File: src/rtl/pcie_7x_mgt_lane_seq.sv
`default_nettype none
// ============================================================================
// Module   : pcie_7x_mgt_lane_seq
// Brief    : GT quad bring-up sequencer covering PLL lock wait, GT reset pulse,
//            reset-done wait, staggered lane enable, timeout retry and fault.
//            Optional registered status port: PCIE_7X_MGT_LANE_SEQ_STATUS_EN.
// Revision : 1.0  initial release
// ============================================================================
module pcie_7x_mgt_lane_seq #(
  parameter int C_LANES          = 4,
  parameter int C_RST_CYCLES     = 16,
  parameter int C_STAGGER_CYCLES = 8,
  parameter int C_TIMEOUT        = 1024,
  parameter int C_MAX_RETRY      = 3
) (
  input  logic               aclk,
  input  logic               reset,
  input  logic               start,
  input  logic               pll_lock,
  input  logic [C_LANES-1:0] resetdone,
  output logic               gt_reset,
  output logic [C_LANES-1:0] lane_en,
  output logic               ready,
  output logic               fault
`ifdef PCIE_7X_MGT_LANE_SEQ_STATUS_EN
  ,
  output logic [7:0]         status
`endif
);

  typedef enum logic [2:0] {
    S_IDLE      = 3'd0,
    S_PLL_WAIT  = 3'd1,
    S_GT_RST    = 3'd2,
    S_DONE_WAIT = 3'd3,
    S_LANE_UP   = 3'd4,
    S_READY     = 3'd5,
    S_FAULT     = 3'd6
  } state_t;

  localparam logic [15:0]        c_tmo_last  = 16'(C_TIMEOUT - 1);
  localparam logic [15:0]        c_rst_last  = 16'(C_RST_CYCLES - 1);
  localparam logic [7:0]         c_stg_last  = 8'(C_STAGGER_CYCLES - 1);
  localparam logic [2:0]         c_retry_max = 3'(C_MAX_RETRY);
  localparam logic [C_LANES-1:0] c_lane0     = C_LANES'(1);

  state_t             r_state;
  logic [15:0]        r_cnt;
  logic [7:0]         r_stg;
  logic [2:0]         r_retry;
  logic               r_gt_reset;
  logic [C_LANES-1:0] r_lane_en;
  logic               r_ready;
  logic               r_fault;

  state_t             w_next;
  logic [2:0]         w_retry_next;
  logic               w_fail;
  logic               w_tmo;
  logic               w_link_bad;
  logic               w_entry;
  logic [15:0]        w_cnt_next;
  logic [7:0]         w_stg_next;
  logic [C_LANES-1:0] w_lane_next;

  always_comb begin
    w_next       = r_state;
    w_retry_next = r_retry;
    w_fail       = 1'b0;
    w_tmo        = (r_cnt == c_tmo_last);
    w_link_bad   = !pll_lock || !(&resetdone);
    case (r_state)
      S_IDLE: begin
        if (start) w_next = S_PLL_WAIT;
      end
      S_PLL_WAIT: begin
        if (pll_lock)   w_next = S_GT_RST;
        else if (w_tmo) w_fail = 1'b1;
      end
      S_GT_RST: begin
        if (r_cnt == c_rst_last) w_next = S_DONE_WAIT;
      end
      S_DONE_WAIT: begin
        if (&resetdone) w_next = S_LANE_UP;
        else if (w_tmo) w_fail = 1'b1;
      end
      S_LANE_UP: begin
        if (w_link_bad)       w_fail = 1'b1;
        else if (&r_lane_en)  w_next = S_READY;
      end
      S_READY: begin
        if (w_link_bad) w_fail = 1'b1;
      end
      S_FAULT: begin
        w_next = S_FAULT;
      end
      default: begin
        w_next = S_IDLE;
      end
    endcase

    // Timeouts and link loss share one retry path back through the GT reset
    if (w_fail) begin
      if (r_retry < c_retry_max) begin
        w_retry_next = r_retry + 3'd1;
        w_next       = S_GT_RST;
      end else begin
        w_next       = S_FAULT;
      end
    end

    if ((w_next == S_READY) && (r_state != S_READY)) w_retry_next = 3'd0;

    // Dropping start overrides everything, including a same-cycle timeout
    if (!start) begin
      w_next       = S_IDLE;
      w_retry_next = 3'd0;
    end
  end

  always_comb begin
    w_entry     = (w_next != r_state);
    w_cnt_next  = w_entry ? 16'd0 : ((r_cnt == 16'hFFFF) ? r_cnt : r_cnt + 16'd1);
    w_lane_next = '0;
    w_stg_next  = 8'd0;
    if (w_next == S_LANE_UP) begin
      if (w_entry) begin
        w_lane_next = c_lane0;
      end else if (&r_lane_en) begin
        w_lane_next = r_lane_en;
      end else if (r_stg >= c_stg_last) begin
        w_lane_next = (r_lane_en << 1) | c_lane0;
      end else begin
        w_lane_next = r_lane_en;
        w_stg_next  = r_stg + 8'd1;
      end
    end else if (w_next == S_READY) begin
      w_lane_next = r_lane_en;
    end
  end

  always_ff @(posedge aclk) begin
    if (reset) begin
      r_state    <= S_IDLE;
      r_cnt      <= 16'd0;
      r_stg      <= 8'd0;
      r_retry    <= 3'd0;
      r_gt_reset <= 1'b0;
      r_lane_en  <= '0;
      r_ready    <= 1'b0;
      r_fault    <= 1'b0;
    end else begin
      r_state    <= w_next;
      r_cnt      <= w_cnt_next;
      r_stg      <= w_stg_next;
      r_retry    <= w_retry_next;
      r_gt_reset <= (w_next == S_GT_RST);
      r_lane_en  <= w_lane_next;
      r_ready    <= (r_state == S_READY) && (w_next == S_READY);
      r_fault    <= (w_next == S_FAULT);
    end
  end

  assign gt_reset = r_gt_reset;
  assign lane_en  = r_lane_en;
  assign ready    = r_ready;
  assign fault    = r_fault;

`ifdef PCIE_7X_MGT_LANE_SEQ_STATUS_EN
  logic [7:0] r_status;

  always_ff @(posedge aclk) begin
    if (reset) begin
      r_status <= 8'd0;
    end else begin
      r_status <= {w_retry_next, 2'b00, w_next};
    end
  end

  assign status = r_status;
`endif

endmodule
`default_nettype wire

File: config.mk
export PLATFORM = sky130hd
export DESIGN_NAME = pcie_7x_mgt_lane_seq
export DESIGN_NICKNAME = d
export VERILOG_FILES = /design/src/rtl/pcie_7x_mgt_lane_seq.sv
export SDC_FILE = /design/constraint.sdc
export NUM_CORES = 1
export LEC_CHECK = 0
export CAP_MARGIN = 20
export CORE_MARGIN = 8
export CORE_UTILIZATION = 61
export DETAILED_ROUTE_END_ITERATION = 16
export GPL_TIMING_DRIVEN = 0
export PLACE_DENSITY = 0.83
export SETUP_SLACK_MARGIN = 0.05
export SLEW_MARGIN = 20
export SYNTH_ARGS = -nofsm -noshare
export SYNTH_HDL_FRONTEND = slang
export SYNTH_SLANG_ARGS = --single-unit
File: constraint.sdc
create_clock -name aclk -period 6 [get_ports aclk]
set_input_delay 0.9 -clock aclk [delete_from_list [all_inputs] [get_ports aclk]]
set_output_delay 0.9 -clock aclk [all_outputs]
set_load 0.02 [all_outputs]
== Word-level counts from Yosys, hierarchy flattened ==
Cells that the tools add are included.

* Word-level logic and storage cells: 68
* Output and inout bits: 7
* Input bits: 8
* Register bits: 37

* Multiplexer cells: 20
* Magnitude comparators: 2
* Equality and inequality tests: 19
* Reductions and logical operators: 14
* $add $sub $neg: 3
* Bitwise gates (word level): 2

{| class="wikitable"
|+ Operators with widths
! cell !! count
|-
| $mux 3 || 9
|-
| $eq 3x3->1 const B || 7
|-
| $pmux 3 s7 || 1
|-
| $mux 4 || 5
|-
| $add 16x1->16 const B || 1
|-
| $eq 16x10->1 const B || 1
|-
| $eq 16x16->1 const B || 1
|-
| $eq 16x4->1 const B || 1
|-
| $eq 3x2->1 const B || 3
|-
| $add 8x1->8 const B || 1
|-
| $ge 8x3->1 const B || 1
|-
| $reduce_and 4->1 || 2
|-
| $ne 3x3->1 const B || 2
|-
| $reduce_or 5->1 || 1
|-
| $mux 1 || 4
|-
| $reduce_or 2->1 || 2
|-
| $add 3x1->3 const B || 1
|-
| $eq 3x1->1 const B || 1
|-
| $logic_not 3->1 || 1
|-
| $lt 3x2->1 const B || 1
|-
| $ne 3x2->1 const B || 1
|-
| $ne 3x3->1 || 1
|-
| $pmux 1 s3 || 1
|-
| $reduce_and 3->1 || 1
|-
| 7 further kinds || 10
|}

== Longest topological paths before layout ==
Gate-level depths: netlist of run 1.

* Depth in word-level cells: 10
* Depth in mapped cells: 8

== Worst setup path before layout of run 1 ==
No wires, ideal clock.

* Path type: in2reg
* Start point: input port resetdone[2]
* End point: register r_lane_en[2] (netlist: lane_en[2])
* Data arrival time: 2412 ps
* Cell stages on the path: 6
* Library setup time: 135 ps
* Path buffers: 0
* Setup slack: 3453 ps
* Cells stage by stage: and4_1 > nand3_1 > a311oi_1 > o31ai_1 > a21boi_0 > o22ai_1

* Word-level cells in the longest chain between the ends: 10
* Elaborated cells between the ends (all ways): 20
* Classes of those cells: eq/ne: 6; mux: 10; reduce/logical: 4

{| class="wikitable"
|+ Ends and longest elaborated chain
! item !! line !! RTL
|-
| start: declaration || 20 || <nowiki>input logic [C_LANES-1:0] resetdone,</nowiki>
|-
| $reduce_and 4->1 (*) || 71, 84 ||
|-
| $logic_not 1->1 || 71 || <nowiki>w_link_bad = !pll_lock || !(&resetdone);</nowiki>
|-
| $logic_or 1x1->1 || 71 ||
|-
| $mux 3 / $mux 1 (equally long branches) || 88, 92 ||
|-
| $pmux 3 s7 / $pmux 1 s3 (equally long branches) || 72 || <nowiki>case (r_state)</nowiki>
|-
| $mux 3 (*) || 103 || <nowiki>if (w_fail) begin</nowiki>
|-
| $mux 3 (*) || 115 || <nowiki>if (!start) begin</nowiki>
|-
| $ne 3x3->1, or another cell as far along || 122 || <nowiki>w_entry = (w_next != r_state);</nowiki>
|-
| $ne 3x2->1 (no source line), or another cell as far along || -- ||
|-
| $reduce_and 3->1 (no source line) / $mux 4 (equally long branches) || -- ||
|-
| end signal: assignment || 158 || <nowiki>r_lane_en <= w_lane_next;</nowiki>
|-
| end: declaration || 52 || <nowiki>logic [C_LANES-1:0] r_lane_en;</nowiki>
|}

Every way passes the cells marked *; elsewhere a longest branch is shown, timed or not.
A chain may end at the register's enable or synchronous reset.

== Final worst setup path of run 1 ==
* Start point: input port resetdone[3]
* End point: register r_lane_en[2] (netlist: lane_en[2])

The elaborated chain is that of the path after synthesis.

==> flow_metrics.env, run 1 <==
export IMPL_layout_commonest_cell="dfxtp_1"
export IMPL_ant_nets=0
export IMPL_gp_congestion=0.889
export IMPL_synth_warnings=0
export IMPL_rows=20
export IMPL_p_per_area_nw_per_um2=193
export IMPL_max_freq_ghz=0.331
export IMPL_power_leakage_nw=0.697
export IMPL_endpoint_kind="register"
export IMPL_synth_top_area_frac=0.391
export IMPL_tns_ps=0
export IMPL_synthFlopType="dfxtp_1"
export IMPL_holdBufCountCts=0
export IMPL_final_setup_skew_ps=22.4
export IMPL_overflow=0
export IMPL_max_slew_margin_rel=0.361
export IMPL_dp_hpwl_um=3050
export IMPL_layout_common_cells="37 x dfxtp_1, 24 x nor2_1, 18 x a21oi_1"
export IMPL_instances_no_fill=274
export IMPL_ys_ff_latch=37
export IMPL_drv_cap=0
export IMPL_clkTransAtPathRegs_ps=120
export IMPL_drive_gt1_frac=0.104
export IMPL_numClockSinks=37
export IMPL_rsz0062_at_grt="no"
export IMPL_wl_met3_um=220
export IMPL_coreArea_um2=3000
export IMPL_die_h_um=71.7
export IMPL_nets=251
export IMPL_synth_edf_count=0
export IMPL_dp_cells=266
export IMPL_clk_latency_ps=360
export IMPL_m1WireLength_um=1880
export IMPL_cts_root_buffer="clkbuf_4"
export IMPL_grt_pass1_vias=1648
export IMPL_synth_cells=216
export IMPL_synthTopCellsByArea="dfxtp_1 39%, a21oi_1 4.8%, nor2_1 4.8%"
export IMPL_port_buffers=14
export IMPL_fin_area_um2=2150
export IMPL_grt_pass1_wl_um=7330
export IMPL_setup_violations=0
export IMPL_drc=0
export IMPL_wl_met2_um=1890
export IMPL_yosysSeqAreaShare=0.391
export IMPL_die_x_um=71.7
export IMPL_worstPathRequired_ps=6220
export IMPL_grtUsageTotal=0.176
export IMPL_insertedDiodeCount=0
export IMPL_cts_setup_buffers=0
export IMPL_wire_per_inst_um=15.0
export IMPL_io_pins=15
export IMPL_total_power_uw=415
export IMPL_area_growth_pct=13.3
export IMPL_layout_min_cycle_time_ps=3020
export IMPL_totalWireLength_um=4110
export IMPL_status="finished, final reports clean"
export IMPL_hold_viol=0
export IMPL_cp_max_fo=6
export IMPL_highest_layer="met4"
export IMPL_hp_class="reg2reg"
export IMPL_synth_area_per_cell_um2=8.77
export IMPL_place_area_um2=2090
export IMPL_netlist_area_um2=1890
export IMPL_cts_tree="done"
export IMPL_start_util=0.631
export IMPL_antenna_found_initial=0
export IMPL_vias=1686
export IMPL_post_cts_resize_count=0
export IMPL_synthArstFlopShare=0
export IMPL_grt_max_degree=14
export IMPL_yosysTopAreaCell="dfxtp_1"
export IMPL_dr_pass1_iters=4
export IMPL_worstPathArrival_ps=3240
export IMPL_via_per_inst=6.15
export IMPL_cts_buffers=5
export IMPL_setup_worst_path_start_class="input pin"
export IMPL_dieArea_um2=5140
export IMPL_finalCritPeriodShare=0.503
export IMPL_drtIter0Drc=267
export IMPL_slew_viol_final=0
export IMPL_ir_drop_mv=0.194
export IMPL_htreeDepth=2
export IMPL_ys_types=52
export IMPL_cts_path_max_buffers=2
export IMPL_tightest_slew_ps=951
export IMPL_crit_type="in2reg"
## cell type report
type                    instances  area, um2
multi-input cells             169       1100
fillers                       254        856
flip-flops and latches         37        741
repair buffers                 14        140
well taps                      33       41.3
clock buffers                   5       37.5
plain buffers                   6       35.0
inverters                       7       26.3
clock inverters                 3       22.5
## power by group
part / leakage (nW) / internal [mW] / switching (mW) / total, mW
combinational: 0.362 / 0.0115 / 0.0170 / 0.0285
clock: 0.0352 / 0.0463 / 0.0900 / 0.136
sequential: 0.300 / 0.248 / 0.00209 / 0.251
## final timing paths
check / start / to / slack, ps / depth (start not counted)
max reg2reg: r_cnt[0] / r_cnt[9] / 3380 / 8
min: r_stg[0] / r_stg[0] / 470 / 1
min reg2reg: r_stg[0] / r_stg[0] / 470 / 1
max: resetdone[3] / lane_en[2] / 2980 / 7
## logic make-up (layout without fill, tap and decap cells)
| kind of cell | Yosys count | count (layout) | share of synthesized area |
|---|---|---|---|
| compound gates | 47 | 47 | 0.174 |
| xor+xnor | 13 | 13 | 0.0601 |
| simple gates | 102 | 102 | 0.321 |
| flops | 37 | 37 | 0.391 |
| other cells | 1 | 4 | 0.00198 |
| fa+ha+maj | 3 | 3 | 0.0198 |
| buf+inv | 13 | 35 | 0.0324 |
## sequential cells by signal, summed over array words and instances (netlist names)
signal    count
r_stg         8
r_state       3
ready         1
r_retry       3
lane_en       4
fault         1
gt_reset      1
r_cnt        16
## synthesized netlist by cell type, types with 4 or more instances
cell / count
dfxtp_1: 37
nor2_1: 24
a21oi_1: 18
nand3_1: 17
nand2_1: 12
nor4_1: 8
xor2_1: 8
inv_1: 7
nand4_1: 6
nor3_1: 6
xnor2_1: 5
o22ai_1: 4
## layer usage
| metal | vias to the layer above | track usage |
|---|---|---|
| met5 | - | 0 |
| met2 | 46 | 0.273 |
| li1 | 846 | - |
| met4 | 0 | 0.113 |
| met3 | 13 | 0.0488 |
| met1 | 781 | 0.208 |
## stage by stage
stage	hold slack, ps	util	setup WS (ps)
5_1_grt	498	0.715	2810
3_3_place_gp	451	0.695	2640
2_1_floorplan	430	-	3450
4_1_cts	477	0.715	3010
3_5_place_dp	459	0.695	2620
6_report	474	0.715	2980
## worst max-delay path: stages
cell and delay, ps:
clkdlybuf4s50_1 420, and4_1 270, nand3_1 150, a311oi_1 100, o31ai_1 820, a21boi_0 440
o22ai_1 140
Note: power is estimated with default switching activity, not from simulation.
==> inputs of run 2 (changes only) <==
Settings changed: CORE_UTILIZATION 61 to 57, PLACE_DENSITY 0.83 to 0.78.
Clock period 6 ns to 2.92 ns, I/O delays scaled along.
==> run 2 against run 1 <==
- combinational power grew 110%
- worst hold slack lost 14 ps
- die area grew 5.4%
- worst setup slack lost 2600 ps
- sequential cell count is the same
- cell area grew 0.52%
- register-to-register slack lost 3000 ps
- critical endpoint unchanged
- largest power group unchanged
- critical path type unchanged
- clock skew shrank 12 ps
- critical path depth is the same
- count of clock-buffer cells in the layout is the same
==> flow_metrics.env, run 2 (synthesis gave the netlist of run 1 again) <==
export IMPL_wire_per_inst_um=13.7
export IMPL_dp_hpwl_um=2890
export IMPL_cts_path_max_buffers=2
export IMPL_setup_worst_path_start_class="input pin"
export IMPL_htreeDepth=2
export IMPL_vias=1624
export IMPL_highest_layer="met4"
export IMPL_worstHoldPathCells=1
export IMPL_grt_max_degree=13
export IMPL_worstPathArrival_ps=2810
export IMPL_tightest_slew_ps=958
export IMPL_cp_max_fo=6
export IMPL_fillers=293
export IMPL_insertedDiodeCount=0
export IMPL_cts_buffers=5
export IMPL_drv_cap=0
export IMPL_antenna_found_initial=0
export IMPL_final_setup_skew_ps=10.1
export IMPL_dr_pass1_iters=4
export IMPL_clockPowerShare=0.310
export IMPL_layout_min_cycle_time_ps=2580
export IMPL_slew_viol_final=0
export IMPL_p_per_area_nw_per_um2=385
export IMPL_setup_violations=0
export IMPL_holdBufCountCts=0
export IMPL_finalCritPeriodShare=0.885
export IMPL_crit_type="in2reg"
export IMPL_grt_pass1_wl_um=6730
export IMPL_drc=0
export IMPL_die_x_um=73.7
export IMPL_cts_setup_buffers=0
export IMPL_path_cells="clkdlybuf4s50_1 -> and4_1 -> nand3_1 -> a311oi_1 -> o31ai_1 -> a21boi_0 -> o22ai_1"
export IMPL_totalWireLength_um=3930
export IMPL_rows=21
export IMPL_max_slew_margin_rel=0.356
export IMPL_post_cts_resize_count=0
export IMPL_fin_area_um2=2160
export IMPL_grtUsageTotal=0.157
export IMPL_port_buffers=14
export IMPL_swShare=0.249
export IMPL_cts_root_buffer="clkbuf_4"
export IMPL_p_sw_uw=207
export IMPL_io_pins=15
export IMPL_ant_nets=0
export IMPL_overflow=0
export IMPL_dieArea_um2=5420
export IMPL_clk_latency_ps=340
export IMPL_ir_drop_mv=0.283
export IMPL_internal_power_uw=625
export IMPL_coreArea_um2=3260
export IMPL_clkTransAtPathRegs_ps=110
export IMPL_m1WireLength_um=1860
export IMPL_die_h_um=73.7
export IMPL_top_register="r_cnt"
export IMPL_layout_common_cells="37 x dfxtp_1, 24 x nor2_1, 18 x a21oi_1"
export IMPL_seqPwrFrac=0.619
export IMPL_gp_congestion=0.873
export IMPL_area_growth_pct=13.9
export IMPL_numClockSinks=37
export IMPL_start_util=0.581
export IMPL_hold_viol=0
export IMPL_worstRegToRegCells=8
export IMPL_drtIter0Drc=86
export IMPL_drive_gt1_frac=0.104
export IMPL_largest_reg_flops=16
export IMPL_worstPathRequired_ps=3150
export IMPL_hp_class="reg2reg"
export IMPL_rsz0062_at_grt="no"
export IMPL_cts_tree="done"
export IMPL_nets=251
export IMPL_place_area_um2=2100
export IMPL_wl_met3_um=206
export IMPL_status="finished, final reports clean"
export IMPL_via_per_inst=5.66
export IMPL_max_freq_ghz=0.387
export IMPL_tns_ps=0
export IMPL_power_leakage_nw=0.693
export IMPL_layout_commonest_cell="dfxtp_1"
export IMPL_endpoint_kind="register"
export IMPL_grt_pass1_vias=1462
export IMPL_cpPeakStageDelay_ps=840
export IMPL_slowest_stage="o31ai_1"
export IMPL_wl_met2_um=1790
export IMPL_combinationalPowerShare=0.071
## run 2: cell types whose count changed in the layout (fill, tap and decap cells not counted)
cell        delta
clkinv_2       +1
clkinv_4       -2
clkinvlp_4     +1
## run 2: worst paths after layout
path                 from          to  slack, ps
min              r_stg[0]    r_stg[0]        460
min reg2reg      r_stg[0]    r_stg[0]        460
max reg2reg      r_cnt[0]    r_cnt[5]        350
max          resetdone[2]  lane_en[2]        340
## run 2: power by group through the flow
stage,Sequential [mW],Clock [mW],Combinational [mW]
floorplan,0.525,0,0.0365
CTS,0.515,0.269,0.0583
finish,0.514,0.258,0.0588
global route,0.516,0.291,0.0646
global placement,0.526,0,0.0570
detailed placement,0.526,0,0.0579
## run 2: per-layer routing
metal / GRT usage / vias to the layer above
met3: 0.0477 / 7
met4: 0.0599 / 0
met5: 0 / -
met2: 0.237 / 26
met1: 0.203 / 747
li1: - / 844
## run 2: per-stage QoR
step	std cells	hold WS (ps)	total power, mW	setup WS, ps	util
global placement	279	453	0.583	37.2	0.646
finish	287	460	0.831	336	0.662
global route	287	500	0.872	109	0.662
floorplan	219	430	0.562	694	-
CTS	287	467	0.842	331	0.662
detailed placement	279	452	0.584	5.85	0.646
## run 2: final cells by class
cell class	instances	area, um2	share of cell area
multi-input combinational	169	1100	0.511
sequential	37	741	0.343
timing repair buffer	14	140	0.0649
tap	46	57.6	0.0267
clock buffer	5	37.5	0.0174
buffer	6	35.0	0.0162
inverter	7	26.3	0.0122
clock inverter	3	17.5	0.00812
## run 2: critical path: cells and delay by family
family / cells / cell delay, ps
AOI/OAI and AO/OA: 4 / 1520
and+or+nand+nor: 2 / 420
buffers and inverters: 1 / 420
==> inputs of run 3 (changes only) <==
Settings changed: SLEW_MARGIN 20 to 5.
==> results of run 3 <==
No change in the layout: final DEF, timing and power equal those of run 2.
